<file path="config.mk">
export PLATFORM = sky130hd
export DESIGN_NAME = spike_weight_fetch
export DESIGN_NICKNAME = d
export VERILOG_FILES = /design/src/rtl/spike_weight_fetch.sv
export SDC_FILE = /design/constraint.sdc
export NUM_CORES = 1
export LEC_CHECK = 0
export CORE_ASPECT_RATIO = 1.4
export CORE_MARGIN = 5
export CORE_UTILIZATION = 37
export CTS_CLUSTER_DIAMETER = 30
export CTS_CLUSTER_SIZE = 16
export DETAILED_ROUTE_END_ITERATION = 8
export PLACE_DENSITY = 0.62
export SYNTH_ARGS = -nofsm -noshare
export SYNTH_HDL_FRONTEND = slang
export SYNTH_SLANG_ARGS = --single-unit
</file>
<file path="constraint.sdc">
create_clock -name clk -period 3.4 [get_ports clk]
set_input_delay 0.68 -clock clk [delete_from_list [all_inputs] [get_ports clk]]
set_output_delay 0.68 -clock clk [all_outputs]
set_load 0.02 [all_outputs]
</file>
<file path="src/rtl/spike_weight_fetch.sv">
// -----------------------------------------------------------------------------
// spike_weight_fetch
//
// Turns spike events (source neuron IDs) into a stream of synaptic-weight
// words read from the PE's simple-dual-port weight BRAM. For each accepted
// spike the block reads WORDS_PER_SPIKE consecutive words starting at
// spike_id * WORDS_PER_SPIKE. It absorbs the BRAM's 1-cycle read latency and
// delivers the words, tagged with source ID and index, on a valid/ready
// stream.
//
// Reads are issued against a credit of 3. The credit counts words buffered
// plus the read in flight. Because the credit uses registered values only,
// there is no combinational path from w_ready to addrout. The 3-entry output
// buffer still sustains one word per cycle.
//
// Ports
//   clk          : single clock, rising edge
//   rst_n        : synchronous active-low reset
//   spike_valid  : spike event present
//   spike_id     : source neuron ID (IDW bits)
//   spike_ready  : spike accepted this cycle
//   addrout      : BRAM read address (AW bits)
//   bram_dout    : BRAM read data, valid one cycle after the address
//   w_valid      : weight word available
//   w_data       : weight word
//   w_idx        : word index within the spike
//   w_src        : spike ID the word belongs to
//   w_last       : final word of the spike
//   w_ready      : consumer accepts the word
//   busy         : a spike is fetching, a read is in flight, or words are buffered
// -----------------------------------------------------------------------------
module spike_weight_fetch #(
  parameter int  BRAM_WIDTH      = 32,
  parameter int  BRAM_DEPTH      = 256,
  parameter int  WORDS_PER_SPIKE = 4,
  localparam int AW              = $clog2(BRAM_DEPTH),
  localparam int WW              = $clog2(WORDS_PER_SPIKE),
  localparam int IDW             = AW - WW
) (
  input  logic                  clk,
  input  logic                  rst_n,
  input  logic                  spike_valid,
  input  logic [IDW-1:0]        spike_id,
  output logic                  spike_ready,
  output logic [AW-1:0]         addrout,
  input  logic [BRAM_WIDTH-1:0] bram_dout,
  output logic                  w_valid,
  output logic [BRAM_WIDTH-1:0] w_data,
  output logic [WW-1:0]         w_idx,
  output logic [IDW-1:0]        w_src,
  output logic                  w_last,
  input  logic                  w_ready,
  output logic                  busy
);

  typedef enum logic {IDLE, FETCH} state_e;

  localparam logic [WW-1:0] LAST_IDX = WW'(WORDS_PER_SPIKE - 1);

  // Fetch control state
  state_e          state_q;
  logic [IDW-1:0]  cur_id_q;
  logic [WW-1:0]   word_cnt_q;

  // Tag travelling alongside the single outstanding BRAM read
  logic            inflight_q;
  logic [IDW-1:0]  tag_id_q;
  logic [WW-1:0]   tag_idx_q;
  logic            tag_last_q;

  // 3-entry output FIFO
  logic [BRAM_WIDTH-1:0] buf_data_q [3];
  logic [WW-1:0]         buf_idx_q  [3];
  logic [IDW-1:0]        buf_src_q  [3];
  logic                  buf_last_q [3];
  logic [1:0]            wr_ptr_q;
  logic [1:0]            rd_ptr_q;
  logic [1:0]            occ_q;

  logic credit_ok;
  logic issue;
  logic last_issue;
  logic push;
  logic pop;

  // The credit is computed from registers only. A pop in the current cycle
  // frees a slot one cycle later. This is why the buffer is 3 deep and not 2:
  // the extra entry keeps 1 word/cycle flowing.
  assign credit_ok  = ({1'b0, occ_q} + {2'b00, inflight_q}) < 3'd3;
  assign issue      = (state_q == FETCH) && credit_ok;
  assign last_issue = issue && (word_cnt_q == LAST_IDX);

  // Spikes are taken when idle, or on the final read of the current spike so
  // that back-to-back spikes stream without a bubble.
  assign spike_ready = (state_q == IDLE) || last_issue;

  assign addrout = {cur_id_q, word_cnt_q};

  assign push    = inflight_q;
  assign w_valid = (occ_q != 2'd0);
  assign pop     = w_valid && w_ready;

  assign w_data = buf_data_q[rd_ptr_q];
  assign w_idx  = buf_idx_q[rd_ptr_q];
  assign w_src  = buf_src_q[rd_ptr_q];
  assign w_last = buf_last_q[rd_ptr_q];

  assign busy = (state_q == FETCH) || inflight_q || (occ_q != 2'd0);

  function automatic logic [1:0] ptr_inc(input logic [1:0] p);
    return (p == 2'd2) ? 2'd0 : p + 2'd1;
  endfunction

  // Fetch FSM and in-flight tag
  // NOTE: sequential state is written with non-blocking assignments only, so
  // every register in this block sees the values from before the clock edge.
  always_ff @(posedge clk) begin
    if (!rst_n) begin
      state_q    <= IDLE;
      cur_id_q   <= '0;
      word_cnt_q <= '0;
      inflight_q <= 1'b0;
      tag_id_q   <= '0;
      tag_idx_q  <= '0;
      tag_last_q <= 1'b0;
    end else begin
      inflight_q <= issue;
      if (issue) begin
        tag_id_q   <= cur_id_q;
        tag_idx_q  <= word_cnt_q;
        tag_last_q <= last_issue;
        // Wraps to 0 after the last word, which matches the start of the next spike.
        word_cnt_q <= word_cnt_q + 1'b1;
      end
      case (state_q)
        IDLE: begin
          if (spike_valid) begin
            cur_id_q   <= spike_id;
            word_cnt_q <= '0;
            state_q    <= FETCH;
          end
        end
        FETCH: begin
          if (last_issue) begin
            if (spike_valid) begin
              cur_id_q   <= spike_id;
              word_cnt_q <= '0;
            end else begin
              state_q <= IDLE;
            end
          end
        end
        default: state_q <= IDLE;
      endcase
    end
  end

  // Output buffer
  // NOTE: the storage is reset as well as the pointers. The head entry drives
  // w_* directly, so reset must leave zeros there. At three entries this costs
  // little.
  always_ff @(posedge clk) begin
    if (!rst_n) begin
      wr_ptr_q <= 2'd0;
      rd_ptr_q <= 2'd0;
      occ_q    <= 2'd0;
      for (int i = 0; i < 3; i++) begin
        buf_data_q[i] <= '0;
        buf_idx_q[i]  <= '0;
        buf_src_q[i]  <= '0;
        buf_last_q[i] <= 1'b0;
      end
    end else begin
      if (push) begin
        buf_data_q[wr_ptr_q] <= bram_dout;
        buf_idx_q[wr_ptr_q]  <= tag_idx_q;
        buf_src_q[wr_ptr_q]  <= tag_id_q;
        buf_last_q[wr_ptr_q] <= tag_last_q;
        wr_ptr_q             <= ptr_inc(wr_ptr_q);
      end
      if (pop) begin
        rd_ptr_q <= ptr_inc(rd_ptr_q);
      end
      case ({push, pop})
        2'b10:   occ_q <= occ_q + 2'd1;
        2'b01:   occ_q <= occ_q - 2'd1;
        default: occ_q <= occ_q;
      endcase
    end
  end

  // The credit rule makes a push into a full buffer impossible.
  a_no_overflow: assert property (@(posedge clk) disable iff (!rst_n)
                                  !(push && !pop && occ_q == 2'd3));

endmodule

</file>
==> impl_results.md <==
* Run status: finished, final reports clean
* Share of the synthesized area in the top cell type at 0.6037
* Startpoint Class: flip-flop
* Share of cells above drive strength 1 at 0.1642
* Routed Antenna Nets at 0
* Die Y at 184.1 um
* CP Class: flip-flop to output pin
* ANT cells at 0
* CTS max path bufs at 2
* Slew at the pin with the worst max-slew slack at 0.7579 ns
* Sink Count at 191
* Later-pin clock latency in the skew report at 0.43 ns
* Ports at 94
* Drt first pass iters at 4
* RSZ-0062 raised after global routing: false
* I/O Buffers at 93
* Cell Rows at 63
* Post-CTS sizing at 0
* Setup TNS at 0 ns
* Root Buffer: clkbuf_16
* Die X at 134.3 um
* Initial antenna violation count at 1
* Hold Path Class: flip-flop to flip-flop
* Sequential-to-total area share from yosys stat at 0.6786
* Post-synthesis cell area at 8009 um2
* Core Footprint at 21280 um2
* Routed wire length at 16880 um
* H-tree depth at 4
* First-pass GRT wire length at 26790 um
* Global-route usage over all layers at 0.1424
* Post-CTS setup buffer count at 0
* Max_slew headroom at 0.4947
* Routed wire per std cell at 19.42 um
* Detail Placement HPWL at 10280 um
* Initial DRC count at 318
* Cts hold-fix bufs at 0
* Static Leakage at 0.003458 uW
* # setup viols final at 0
* Largest cells by area after synthesis: edfxtp_1 (60%), mux4_2 (12%), and2_1 (9.4%)
* Fin util at 0.4677
* Largest net degree at the start of global routing at 43
* Achievable Freq at 314.6 MHz
* Gate count after technology mapping at 505
* Fillers at 1854
* Critical Path Fanout Max at 9
* Reg clk slew, reported paths at 0.06 ns
* PD cells at 566.2 nW/um2
* #FFs+latches synth at 191
* Area leader, netlist: edfxtp_1
* Gr ovfl total at 0
* Final Max Tran Viols at 0
* Peak VDD IR at 0.0002850 V
* Post-Syn Nets at 551
* DIE AREA at 24730 um2
* Synthesis warning total at 0
* Synth-to-Final Area Change at 24.28%
* Req. time, crit path at 2.72 ns
* Final Cell Area at 9953 um2
* Netlist cell types at 40
* Routability cong. at 0.7771
* Syn Area/Cell at 15.86 um2
* Fin crit period at 3.178 ns
* Final Hold Vio Count at 0
* Crit path arrival time at 2.50 ns
* DP Area at 9295 um2
* DR DRC count at 0
* Via count at 4487
* Final Cycle Share at 0.9348
* Via count of the first global-routing pass at 4910
* CTS tree: yes
* Max-Cap Viols at 0
* Setup crit end kind: output pin
* Nets at 642
* Initial Util at 0.3763
* WHS at 0.4816 ns
* Clock Skew at 0.01138 ns
* Number of CTS-inserted buffers at 17
* Via density at 5.163
==> layout make-up <==
type,count,area (um2),share of cell area
tap,260,325.3,0.03268
multi-input combinational,272,2389,0.2400
inverter,6,22.52,0.002263
clock buffer,25,581.8,0.05845
sequential,191,5440,0.5466
timing repair buffer,108,1119,0.1124
clock inverter,7,76.32,0.007668
==> kinds of logic (layout without fill, tap and decap cells) <==
family	after synthesis	in the layout	synth area share
compound gates	54	54	0.04140
simple gates	171	171	0.1317
xor+xnor	2	2	0.002188
mux	41	41	0.1153
buf+inv	42	146	0.02452
flops	191	191	0.6786
fa+ha+maj	4	4	0.006249
==> cell usage after synthesis (all sizes together) <==
cell,instances
clkbuf,18
nand2,10
nand2b,3
inv,5
xnor2,1
buf,18
nor3b,1
xor2,1
a21oi,16
a31oi,6
and4,1
or3,4
and3b,6
clkinv,1
or3b,1
o211ai,6
dfxtp,30
o2111ai,6
a21o,1
ha,4
nor2,2
mux4,41
edfxtp,161
nand3b,1
or2,1
o21ai,17
and2,121
nor3,1
a221oi,2
and4bb,1
nand3,16
and4b,2
==> final timing paths <==
path | start | endpoint | slack, ns | cells past startpoint
setup / recovery | inflight_q | spike_ready | 0.22 | 5
hold / removal | buf_last_q[2] | buf_last_q[2] | 0.48 | 2
setup reg to reg | inflight_q | cur_id_q[0] | 1.23 | 5
hold reg to reg | buf_last_q[2] | buf_last_q[2] | 0.48 | 2
==> power by group <==
part           switching [uW]  total, uW  internal [uW]
Combinational             380        802            422
Clock                     857       2140           1280
Sequential               73.1       2700           2620
==> registers in the layout (all words and copies together) (netlist names), named ones only <==
register and cells:
state_q 1, tag_idx_q 2, buf_data_q 128, wr_ptr_q 2
buf_src_q 24, occ_q 2, word_cnt_q 2, buf_idx_q 8
tag_last_q 1, rd_ptr_q 2, buf_last_q 4, tag_id_q 6
inflight_q 1, cur_id_q 6
==> worst max-delay path, cell delays in order, from the launching register on <==
cell and delay, ns:
dfxtp_1 0.37, ha_1 0.23, ha_1 0.29, a21o_1 0.19, o21ai_1 0.31, clkdlybuf4s50_1 0.69
==> cell usage in the layout, fill, tap and decap left out, types with 9 or more instances in the layout <==
| cell type | netlist | routed |
|---|---|---|
| a21oi_1 | 16 | 16 |
| and2_1 | 120 | 120 |
| buf_4 | 3 | 9 |
| clkbuf_16 | 0 | 22 |
| clkdlybuf4s50_1 | 0 | 93 |
| dfxtp_1 | 30 | 28 |
| edfxtp_1 | 161 | 161 |
| mux4_2 | 41 | 41 |
| nand2_1 | 10 | 10 |
| nand3_1 | 16 | 16 |
| o21ai_0 | 15 | 15 |
==> metrics by stage <==
stage / worst slack [ns] / total power (uW) / instances
global route: 0.05866 / 5833 / 869
finish: 0.2217 / 5636 / 869
CTS: 0.2247 / 5695 / 869
floorplan: 0.8597 / 3200 / 505
detailed placement: 0.6532 / 3571 / 837
global placement: 0.7275 / 3554 / 837
==> layer usage <==
| layer | global-route usage | share of wire | vias up |
|---|---|---|---|
| li1 | - | - | 2086 |
| met1 | 0.1694 | 0.40 | 2271 |
| met2 | 0.2543 | 0.54 | 111 |
| met3 | 0.02930 | 0.035 | 17 |
| met4 | 0.05297 | 0.017 | 2 |
| met5 | 0 | 0.00041 | - |
Note: power is estimated with default switching activity, not from simulation.
